<file path="src/rtl/wb_port_arbiter_if.sv">
`default_nettype none
// ============================================================================
// Module      : wb_port_arbiter_if
// Description : Signal bundle between the writeback stage, the long-latency
//               unit (LLU), decode hazard logic and the register-file write
//               port, as seen by wb_port_arbiter.
//   slave  modport : the arbiter side (pipeline/LLU/decode in, RF/status out)
//   master modport : the surrounding pipeline side (mirror of slave)
//   Pipeline WB : RegWriteW, RdW[4:0], ResultW[31:0]
//   LLU result  : llu_valid, llu_rd[4:0], llu_data[31:0], llu_ready
//   Decode      : llu_issue, llu_issue_rd[4:0], Rs1D/Rs2D[4:0],
//                 rs1_busy, rs2_busy
//   RF port     : rf_we, rf_rd[4:0], rf_wd[31:0]
//   Starvation  : bubble_req
// Revision    : 1.0 - initial release
// ============================================================================
interface wb_port_arbiter_if;
  logic        RegWriteW;
  logic [4:0]  RdW;
  logic [31:0] ResultW;
  logic        llu_valid;
  logic [4:0]  llu_rd;
  logic [31:0] llu_data;
  logic        llu_ready;
  logic        llu_issue;
  logic [4:0]  llu_issue_rd;
  logic [4:0]  Rs1D;
  logic [4:0]  Rs2D;
  logic        rs1_busy;
  logic        rs2_busy;
  logic        rf_we;
  logic [4:0]  rf_rd;
  logic [31:0] rf_wd;
  logic        bubble_req;

  modport slave (
    input  RegWriteW, RdW, ResultW,
    input  llu_valid, llu_rd, llu_data,
    output llu_ready,
    input  llu_issue, llu_issue_rd, Rs1D, Rs2D,
    output rs1_busy, rs2_busy,
    output rf_we, rf_rd, rf_wd,
    output bubble_req
  );

  modport master (
    output RegWriteW, RdW, ResultW,
    output llu_valid, llu_rd, llu_data,
    input  llu_ready,
    output llu_issue, llu_issue_rd, Rs1D, Rs2D,
    input  rs1_busy, rs2_busy,
    input  rf_we, rf_rd, rf_wd,
    input  bubble_req
  );
endinterface
`default_nettype wire

</file>
<file path="src/rtl/wb_port_arbiter.sv">
`default_nettype none
// ============================================================================
// Module      : wb_port_arbiter
// Description : Shares the single register-file write port between the
//               pipeline writeback stage and a long-latency unit. LLU results
//               are queued in a small FIFO and written in slots the pipeline
//               leaves free; a per-register scoreboard flags pending LLU
//               destinations to decode.
// Ports       : clk          - clock, rising edge
//               rst          - asynchronous active-high reset
//               bus (slave)  - wb_port_arbiter_if bundle (see interface)
// Parameters  : DEPTH        - LLU FIFO entries (power of two, >= 2)
//               STARVE_LIMIT - head-wait cycles before bubble_req (1..255)
// Options     : WB_ARB_STARVE_EN - enables the starvation guard (wait
//               counter + bubble_req); otherwise bubble_req is tied low.
// Revision    : 1.0 - initial release
// ============================================================================
module wb_port_arbiter #(
  parameter int DEPTH        = 2,
  parameter int STARVE_LIMIT = 8
) (
  input  wire logic        clk,
  input  wire logic        rst,
  wb_port_arbiter_if.slave bus
);

  localparam int               PTR_W  = $clog2(DEPTH);
  localparam int               CNT_W  = $clog2(DEPTH + 1);
  localparam logic [CNT_W-1:0] C_FULL = CNT_W'(DEPTH);

  logic [4:0]       r_rd_mem   [DEPTH];
  logic [31:0]      r_data_mem [DEPTH];
  logic [PTR_W-1:0] r_wr_ptr;
  logic [PTR_W-1:0] r_rd_ptr;
  logic [CNT_W-1:0] r_count;
  logic [31:0]      r_busy;
  logic [31:0]      w_busy_next;

  logic        w_empty;
  logic        w_full;
  logic        w_claim;
  logic        w_grant;
  logic        w_push;
  logic [4:0]  w_head_rd;
  logic [31:0] w_head_data;

  assign w_empty     = (r_count == '0);
  assign w_full      = (r_count == C_FULL);
  assign w_claim     = bus.RegWriteW && (bus.RdW != 5'd0);
  // Head is only visible once registered, so a push is never granted in
  // the cycle it arrives.
  assign w_grant     = !w_claim && !w_empty;
  // x0 results complete the handshake but are discarded.
  assign w_push      = bus.llu_valid && !w_full && (bus.llu_rd != 5'd0);
  assign w_head_rd   = r_rd_mem[r_rd_ptr];
  assign w_head_data = r_data_mem[r_rd_ptr];

  assign bus.llu_ready = !w_full;
  assign bus.rs1_busy  = r_busy[bus.Rs1D];
  assign bus.rs2_busy  = r_busy[bus.Rs2D];

  // Write-port mux: pipeline first, then FIFO head, else idle.
  always_comb begin
    bus.rf_we = 1'b0;
    bus.rf_rd = 5'd0;
    bus.rf_wd = 32'd0;
    if (!rst) begin
      if (w_claim) begin
        bus.rf_we = 1'b1;
        bus.rf_rd = bus.RdW;
        bus.rf_wd = bus.ResultW;
      end else if (w_grant) begin
        bus.rf_we = 1'b1;
        bus.rf_rd = w_head_rd;
        bus.rf_wd = w_head_data;
      end
    end
  end

  // FIFO storage needs no reset: occupancy is tracked by r_count alone.
  always_ff @(posedge clk) begin
    if (w_push) begin
      r_rd_mem[r_wr_ptr]   <= bus.llu_rd;
      r_data_mem[r_wr_ptr] <= bus.llu_data;
    end
  end

  always_ff @(posedge clk or posedge rst) begin
    if (rst) begin
      r_wr_ptr <= '0;
      r_rd_ptr <= '0;
      r_count  <= '0;
    end else begin
      if (w_push)  r_wr_ptr <= r_wr_ptr + PTR_W'(1);
      if (w_grant) r_rd_ptr <= r_rd_ptr + PTR_W'(1);
      case ({w_push, w_grant})
        2'b10:   r_count <= r_count + CNT_W'(1);
        2'b01:   r_count <= r_count - CNT_W'(1);
        default: r_count <= r_count;
      endcase
    end
  end

  // Scoreboard: clear on grant first so a same-cycle issue re-sets the bit.
  always_comb begin
    w_busy_next = r_busy;
    if (w_grant) w_busy_next[w_head_rd] = 1'b0;
    if (bus.llu_issue && (bus.llu_issue_rd != 5'd0)) w_busy_next[bus.llu_issue_rd] = 1'b1;
  end

  always_ff @(posedge clk or posedge rst) begin
    if (rst) r_busy <= '0;
    else     r_busy <= {w_busy_next[31:1], 1'b0};
  end

`ifdef WB_ARB_STARVE_EN
  localparam logic [7:0] C_LIMIT = 8'(STARVE_LIMIT);

  logic [7:0] r_wait_cnt;
  logic [7:0] w_wait_next;
  logic       r_bubble;

  always_comb begin
    w_wait_next = r_wait_cnt;
    if (w_empty || w_grant)      w_wait_next = 8'd0;
    else if (r_wait_cnt != 8'hFF) w_wait_next = r_wait_cnt + 8'd1;
  end

  // Flag rises on the edge where the counter reaches the limit and drops
  // on the edge that pops the starved head.
  always_ff @(posedge clk or posedge rst) begin
    if (rst) begin
      r_wait_cnt <= 8'd0;
      r_bubble   <= 1'b0;
    end else begin
      r_wait_cnt <= w_wait_next;
      if (w_grant)                     r_bubble <= 1'b0;
      else if (w_wait_next >= C_LIMIT) r_bubble <= 1'b1;
    end
  end

  assign bus.bubble_req = r_bubble;
`else
  wire [7:0] w_unused_limit = 8'(STARVE_LIMIT);
  assign bus.bubble_req = 1'b0;
`endif

endmodule
`default_nettype wire

</file>
<file path="src/flat_wrapper.sv">
// flat-port wrapper written by rule: the top's interface ports become plain ports
module wb_port_arbiter_flat 
#(
  parameter int DEPTH        = 2,
  parameter int STARVE_LIMIT = 8
)
  (clk, rst, bus_RegWriteW, bus_RdW, bus_ResultW, bus_llu_valid, bus_llu_rd, bus_llu_data, bus_llu_ready, bus_llu_issue, bus_llu_issue_rd, bus_Rs1D, bus_Rs2D, bus_rs1_busy, bus_rs2_busy, bus_rf_we, bus_rf_rd, bus_rf_wd, bus_bubble_req);
  wb_port_arbiter_if bus_i ();
  input  wire logic clk;
  input  wire logic rst;
  input wire logic [$bits(bus_i.RegWriteW)-1:0] bus_RegWriteW;
  input wire logic [$bits(bus_i.RdW)-1:0] bus_RdW;
  input wire logic [$bits(bus_i.ResultW)-1:0] bus_ResultW;
  input wire logic [$bits(bus_i.llu_valid)-1:0] bus_llu_valid;
  input wire logic [$bits(bus_i.llu_rd)-1:0] bus_llu_rd;
  input wire logic [$bits(bus_i.llu_data)-1:0] bus_llu_data;
  output wire logic [$bits(bus_i.llu_ready)-1:0] bus_llu_ready;
  input wire logic [$bits(bus_i.llu_issue)-1:0] bus_llu_issue;
  input wire logic [$bits(bus_i.llu_issue_rd)-1:0] bus_llu_issue_rd;
  input wire logic [$bits(bus_i.Rs1D)-1:0] bus_Rs1D;
  input wire logic [$bits(bus_i.Rs2D)-1:0] bus_Rs2D;
  output wire logic [$bits(bus_i.rs1_busy)-1:0] bus_rs1_busy;
  output wire logic [$bits(bus_i.rs2_busy)-1:0] bus_rs2_busy;
  output wire logic [$bits(bus_i.rf_we)-1:0] bus_rf_we;
  output wire logic [$bits(bus_i.rf_rd)-1:0] bus_rf_rd;
  output wire logic [$bits(bus_i.rf_wd)-1:0] bus_rf_wd;
  output wire logic [$bits(bus_i.bubble_req)-1:0] bus_bubble_req;
  assign bus_i.RegWriteW = bus_RegWriteW;
  assign bus_i.RdW = bus_RdW;
  assign bus_i.ResultW = bus_ResultW;
  assign bus_i.llu_valid = bus_llu_valid;
  assign bus_i.llu_rd = bus_llu_rd;
  assign bus_i.llu_data = bus_llu_data;
  assign bus_llu_ready = bus_i.llu_ready;
  assign bus_i.llu_issue = bus_llu_issue;
  assign bus_i.llu_issue_rd = bus_llu_issue_rd;
  assign bus_i.Rs1D = bus_Rs1D;
  assign bus_i.Rs2D = bus_Rs2D;
  assign bus_rs1_busy = bus_i.rs1_busy;
  assign bus_rs2_busy = bus_i.rs2_busy;
  assign bus_rf_we = bus_i.rf_we;
  assign bus_rf_rd = bus_i.rf_rd;
  assign bus_rf_wd = bus_i.rf_wd;
  assign bus_bubble_req = bus_i.bubble_req;
  wb_port_arbiter #(.DEPTH(DEPTH), .STARVE_LIMIT(STARVE_LIMIT)) u_core (.clk(clk), .rst(rst), .bus(bus_i));
endmodule
</file>
<file path="config.mk">
export PLATFORM = sky130hd
export DESIGN_NAME = wb_port_arbiter_flat
export DESIGN_NICKNAME = d
export VERILOG_FILES = /design/src/rtl/wb_port_arbiter_if.sv /design/src/rtl/wb_port_arbiter.sv /design/src/flat_wrapper.sv
export SDC_FILE = /design/constraint.sdc
export NUM_CORES = 1
export LEC_CHECK = 0
export CAP_MARGIN = 20
export CORE_MARGIN = 2
export CORE_UTILIZATION = 38
export DETAILED_ROUTE_END_ITERATION = 6
export HOLD_SLACK_MARGIN = 0.08
export PLACE_DENSITY = 0.73
export REMOVE_ABC_BUFFERS = 1
export SLEW_MARGIN = 20
export SYNTH_ARGS = -nofsm -noshare
export SYNTH_HDL_FRONTEND = slang
export SYNTH_SLANG_ARGS = --single-unit
</file>
<file path="constraint.sdc">
create_clock -name clk -period 5.7 [get_ports clk]
set_input_delay 1.425 -clock clk [delete_from_list [all_inputs] [get_ports clk]]
set_output_delay 1.425 -clock clk [all_outputs]
set_load 0.02 [all_outputs]
</file>
# --- Yosys cells after proc, flatten, opt, wreduce, memory -nomap -nowiden ---
# Memories as Yosys holds them, arrays and structs flattened.
# Index checks and enable logic that the tools add are counted.
word_totals:
  elab_cells: 59
  inputBits: 94
  output_inout_bits: 42
  ram_bits: 74
  memories: 2
  regBits: 35
classes:
  magnitude_cmp: 6
  bitwise: 3
  reduce_logical: 15
  eq_ne: 3
  n_addsub: 4
  mux: 22
mem_list:
  columns: ["memory", "depth", "word_bits", "read_ports", "rd_ports_with_merged_regs", "wr", "line_no", "source"]
  rows:
  - ["u_core.r_data_mem", 2, 32, 1, 0, 1, "wb_port_arbiter.sv:32", "logic [31:0] r_data_mem [DEPTH];"]
  - ["u_core.r_rd_mem", 2, 5, 1, 0, 1, "wb_port_arbiter.sv:31", "logic [4:0] r_rd_mem [DEPTH];"]
op_table:
  columns: ["op", "count"]
  rows:
  - ["$mux 32", 5]
  - ["$and 32x32->32", 1]
  - ["$not 32->32", 1]
  - ["$or 32x32->32", 1]
  - ["$lt 5x6->1 const B", 4]
  - ["$mux 5", 3]
  - ["$reduce_bool 5->1", 3]
  - ["$bmux 1 s5", 2]
  - ["$demux 1 s5", 2]
  - ["$ge 5x1->1 const B", 2]
  - ["$mux 1", 9]
  - ["$logic_and 1x1->1", 7]
  - ["$eq 2x2->1 const B", 2]
  - ["$pmux 2 s2", 1]
  - ["$logic_not 1->1", 3]
  - ["$add 1x1->1 const B", 2]
  - ["$add 2x1->2 const B", 1]
  - ["$eq 2x1->1 const B", 1]
  - ["$logic_not 2->1", 1]
  - ["$reduce_bool 2->1", 1]
  - ["$sub 2x1->2 const B", 1]

# --- Depth between registers and ports, before layout ---
# An unclocked memory read counts as a cell.
logic_depth:
  word_depth: 10
  depth_mapped: 9
  mapped_depth_nobuf: 7

# --- Worst setup path after synthesis ---
# OpenSTA, ideal clock, no wires.
synth_path:
  path_kind: "input port to output port"
  startpoint: "input port bus_RdW[2]"
  endpoint: "output port bus_rf_wd[13]"
  path_buffers: 2
  setup_slack_ns: 1.291
  stages: 6
  t_arrival_ns: 2.984
  required_time_ns: 4.275
  path_cell_list: "or4_1 > o21ai_1 > buf_2 > buf_2 > nand3_1 > a21oi_1"
synth_between:
  elab_chain_len: 7
synth_rtl:
  columns: ["element", "line_no", "source"]
  rows:
  - ["start: declaration", "flat_wrapper.sv:12", "input wire logic [$bits(bus_i.RdW)-1:0] bus_RdW;"]
  - ["$reduce_bool 5->1 *", "wb_port_arbiter.sv:49", "assign w_claim = bus.RegWriteW && (bus.RdW != 5'd0);"]
  - ["$logic_and 1x1->1 *", "wb_port_arbiter.sv:49", null]
  - ["$logic_not 1->1", "wb_port_arbiter.sv:52", "assign w_grant = !w_claim && !w_empty;"]
  - ["$logic_and 1x1->1", "wb_port_arbiter.sv:52", null]
  - ["$mux 32", "wb_port_arbiter.sv:72", "end else if (w_grant) begin"]
  - ["$mux 32 *", "wb_port_arbiter.sv:68", "if (w_claim) begin"]
  - ["$mux 32 *", "wb_port_arbiter.sv:67", "if (!rst) begin"]
  - ["end: declaration", "flat_wrapper.sv:26", "output wire logic [$bits(bus_i.rf_wd)-1:0] bus_rf_wd;"]
# Every way passes the cells marked *; elsewhere a longest branch is shown, timed or not.

# --- Final worst setup path ---
layout_path:
  startpoint: "input port bus_RdW[2]"
  endpoint: "output port bus_rf_wd[26]"
# Same word-level chain as after synthesis.

==> metrics.md <==
| Metric | Value |
|---|---|
| Total Routed Length | `14.4 mm` |
| Final setup violation count | `0` |
| Wire length on met3 | `1.18 mm` |
| Vias in the first global route | `4520` |
| WHS | `~550 ps` |
| Max-cap violation count | `0` |
| Row count | `44` |
| Critical Path AT | `3880 ps` |
| Worst Clk Skew | `12.1 ps` |
| Wire per inst | `17.9 um` |
| Clock Latency Late Sink | `340 ps` |
| Post-Syn Area | `~5600 um^2` |
| First-pass GRT wire length | `about 23 mm` |
| Max-slew headroom | `33.0%` |
| H-tree depth | `3` |
| RSZ-0062 raised after global routing | `false` |
| Gpl congestion | `0.860` |
| Crit path largest cell delay | `650 ps` |
| Number of DRC markers in iteration 0 | `254` |
| Gates resized, CTS repair | `0` |
| Postcts setup bufs | `0` |
| Net Sw Power | `1.10 mW` |
| Post-synthesis sequential area ratio | `55.4%` |
| Syn avg cell area | `about 11 um^2` |
| Worst-path clk slew | `70 ps` |
| Buffers added on ports | `approximately 130` |
| Via-per-instance ratio | `5.56` |
| Post-CTS Hold Buffers | `0` |
| Post-synth EDFFs | `between 70 and 80` |
| Area delta synth->final | `32.7%` |
| Predominant post-synthesis flop cell | `edfxtp_1` |
| Slew @ Worst Pin | `1010 ps` |
| Layout Nets | `713` |
| Pwr dens | `around 420 nW/um^2` |
| Crit end category | `output port` |
| Die area | `approximately 16000 um^2` |
| Initial antenna violation count | `0` |
| Ports | `136` |
| Core box area | `14500 um^2` |
| Sw Share | `35.5%` |
| Int Pwr | `around 2.0 mW` |
| Mapped Cells | `500` |
| Ys async rst share | `32.1%` |
| Critical Path, Cell by Cell | `clkdlybuf4s50_1, or4_1, o21ai_2, buf_12, nand3_1, a21oi_1, clkdlybuf4s50_1` |
| Leak pwr | `2.69 nW` |
| First-pass iteration count of the detailed router | `4` |
| Total GRT Usage | `18.0%` |
| Yosys cell types | `38` |
| Die height | `125 um` |
| Uppermost layer routed | `met4` |
| Clk root buf | `clkbuf_16` |
| Post-Route M1 WL | `6.20 mm` |
| CP required | `~4300 ps` |
| Sequential power share | `42.8%` |
| N_diodes | `0` |
| Synth area leaders | `edfxtp_1 (40%), dfrtp_1 (16%), mux2_2 (7.5%)` |
| Total CTS buffers | `9` |
| Synth top area share | `39.7%` |
| Largest net degree at the start of global routing | `44` |
| Final TNS setup | `0 ps` |
| Initial Util | `38.6%` |
| Share of cells above drive strength 1 | `11.9%` |
| Combinational power share | `37.0%` |
| DRC viols | `0` |
| Total clock sinks | `between 100 and 150` |
| Crit Path Class | `primary input to output port` |
| Max IR drop VDD | `about 0.18 mV` |
| Cell with the largest stage delay on the worst path | `clkdlybuf4s50_1` |
| Die width | `around 130 um` |
| Leading area contributor after synthesis | `edfxtp_1` |
| FF+latch count, synth | `approximately 110` |
| CTS max path bufs | `2` |
| Fin crit share | `roughly 93%` |
| Period minus WS final | `5310 ps` |
| Remaining antenna violation count | `0` |
| F_max | `about 0.19 GHz` |
| CP Buf/Inv Count | `3` |
| Synth warn | `0` |
| Cell family with most CP delay | `buffers and inverters` |
| Vias | `4489` |
| Max Slew Vio Count | `0` |
| Most common cell in the netlist | `nand2_1` |
| Status | `finished, final reports clean` |
| Hold Path Class | `flop to flop` |
| Dpl hpwl | `10.3 mm` |
| CP startpoint kind | `primary input` |
| Crit-path max FO | `39` |
| Clk pwr share | `20.1%` |
| Met2 Routed Length | `6.82 mm` |
| Cell mode on critical path | `clkdlybuf4s50_1` |
| Top cells by count, synth | `nand2_1 (92), edfxtp_1 (74), nand3_1 (50), a21oi_1 (41), mux2_2 (37)` |
| Hold Fails Final Rpt | `0` |
| Grt ovf | `0` |
| CTS tree | `built` |
## power by group through the flow
stage               clock (mW)  sequential [mW]  combinational [mW]
CTS                      0.632             1.33                1.13
floorplan                    0             1.26               0.745
finish                   0.625             1.33                1.15
detailed placement           0             1.35                1.12
global route             0.664             1.36                1.25
global placement             0             1.33                1.10
## stage by stage
step                      instance area, um^2  total power [mW]  setup WS [ps]  utilization, %  instances
after floorplan                          5420              2.01            237               -        465
after global routing                     7420              3.27            328            51.2        807
after CTS                                7370              3.09            374            50.9        805
final                                    7420              3.11            391            51.2        807
after global placement                   7070              2.43            447            48.9        789
after detailed placement                 7070              2.47            394            48.9        789
## tightest hold or removal path, cell delays in order, from the launching register on
cell and delay (ps):
dfrtp_1 380, o41ai_1 80, nand2_1 60
## path summary, 6_finish.rpt
path	slack, ps	cells past startpoint	to	start
worst max-delay path	390	7	bus_rf_wd[26]	bus_RdW[2]
worst min-delay path	550	2	u_core.r_busy[19]	u_core.r_busy[19]
worst max register to register	3350	4	u_core.r_busy[2]	u_core.r_rd_ptr
worst min register to register	550	2	u_core.r_busy[19]	u_core.r_busy[19]
max in group asynchronous	3010	4	u_core.r_busy[6]	rst
min in group asynchronous	2050	3	u_core.r_count[0]	rst
## sequential cells by signal, summed over array words and instances, names as in the netlist
register / count
u_core.r_data_mem: 64
u_core.r_wr_ptr: 1
u_core.r_busy: 31
u_core.r_rd_mem: 10
u_core.r_rd_ptr: 1
u_core.r_count: 2
## area by class of cell
| type | count | area [um^2] |
|---|---|---|
| flip-flops and latches | 109 | 3100 |
| inverters | 4 | 15.0 |
| clock buffers | 9 | 225 |
| repair buffers | 142 | 1450 |
| fillers | 1262 | 7060 |
| multi-input cells | 352 | 2330 |
| clock inverters | 7 | 73.8 |
| well taps | 184 | 230 |
## placed cells by master, fill, tap and decap left out, types with 2 or more instances in the layout
cell and n:
a21oi_1 41, clkinvlp_4 2, xor2_1 2, clkbuf_16 9, o21ai_1 2, a211oi_1 2
edfxtp_1 74, o41ai_1 30, nand3_1 50, buf_4 5, a32oi_1 2, buf_12 2
nor2_1 14, clkdlybuf4s50_1 134, mux4_2 6, dfrtp_1 34, nand4_1 3, or4_1 3
o2111ai_1 2, mux2_2 37, nand2b_1 10, nand2_1 92, o21ai_0 4, nor2b_1 6
o211ai_1 3, nor2_4 2, xnor2_1 3, a22oi_1 4, mux2i_1 23, inv_1 4
## routing by layer
metal,global-route usage (%),vias to the layer above
met3,4.54,19
met1,24.1,2147
met2,29.1,212
met4,5.42,0
li1,-,2111
met5,0,-
## cell families (layout without fill, tap and decap cells)
logic type               Yosys count  in the layout  synth area share (%)
adder cells (fa/ha/maj)            1              1                 0.224
AND/OR/NAND/NOR                  184            184                  14.6
multiplexers                      66             66                  14.0
XOR/XNOR                           5              5                 0.783
buffers and inverters             39            162                  3.33
other                              1              1                0.0671
AO/OA/AOI/OAI                     95             95                  11.6
flip-flops                       109            109                  55.4
(Power assumes the default switching activity.)
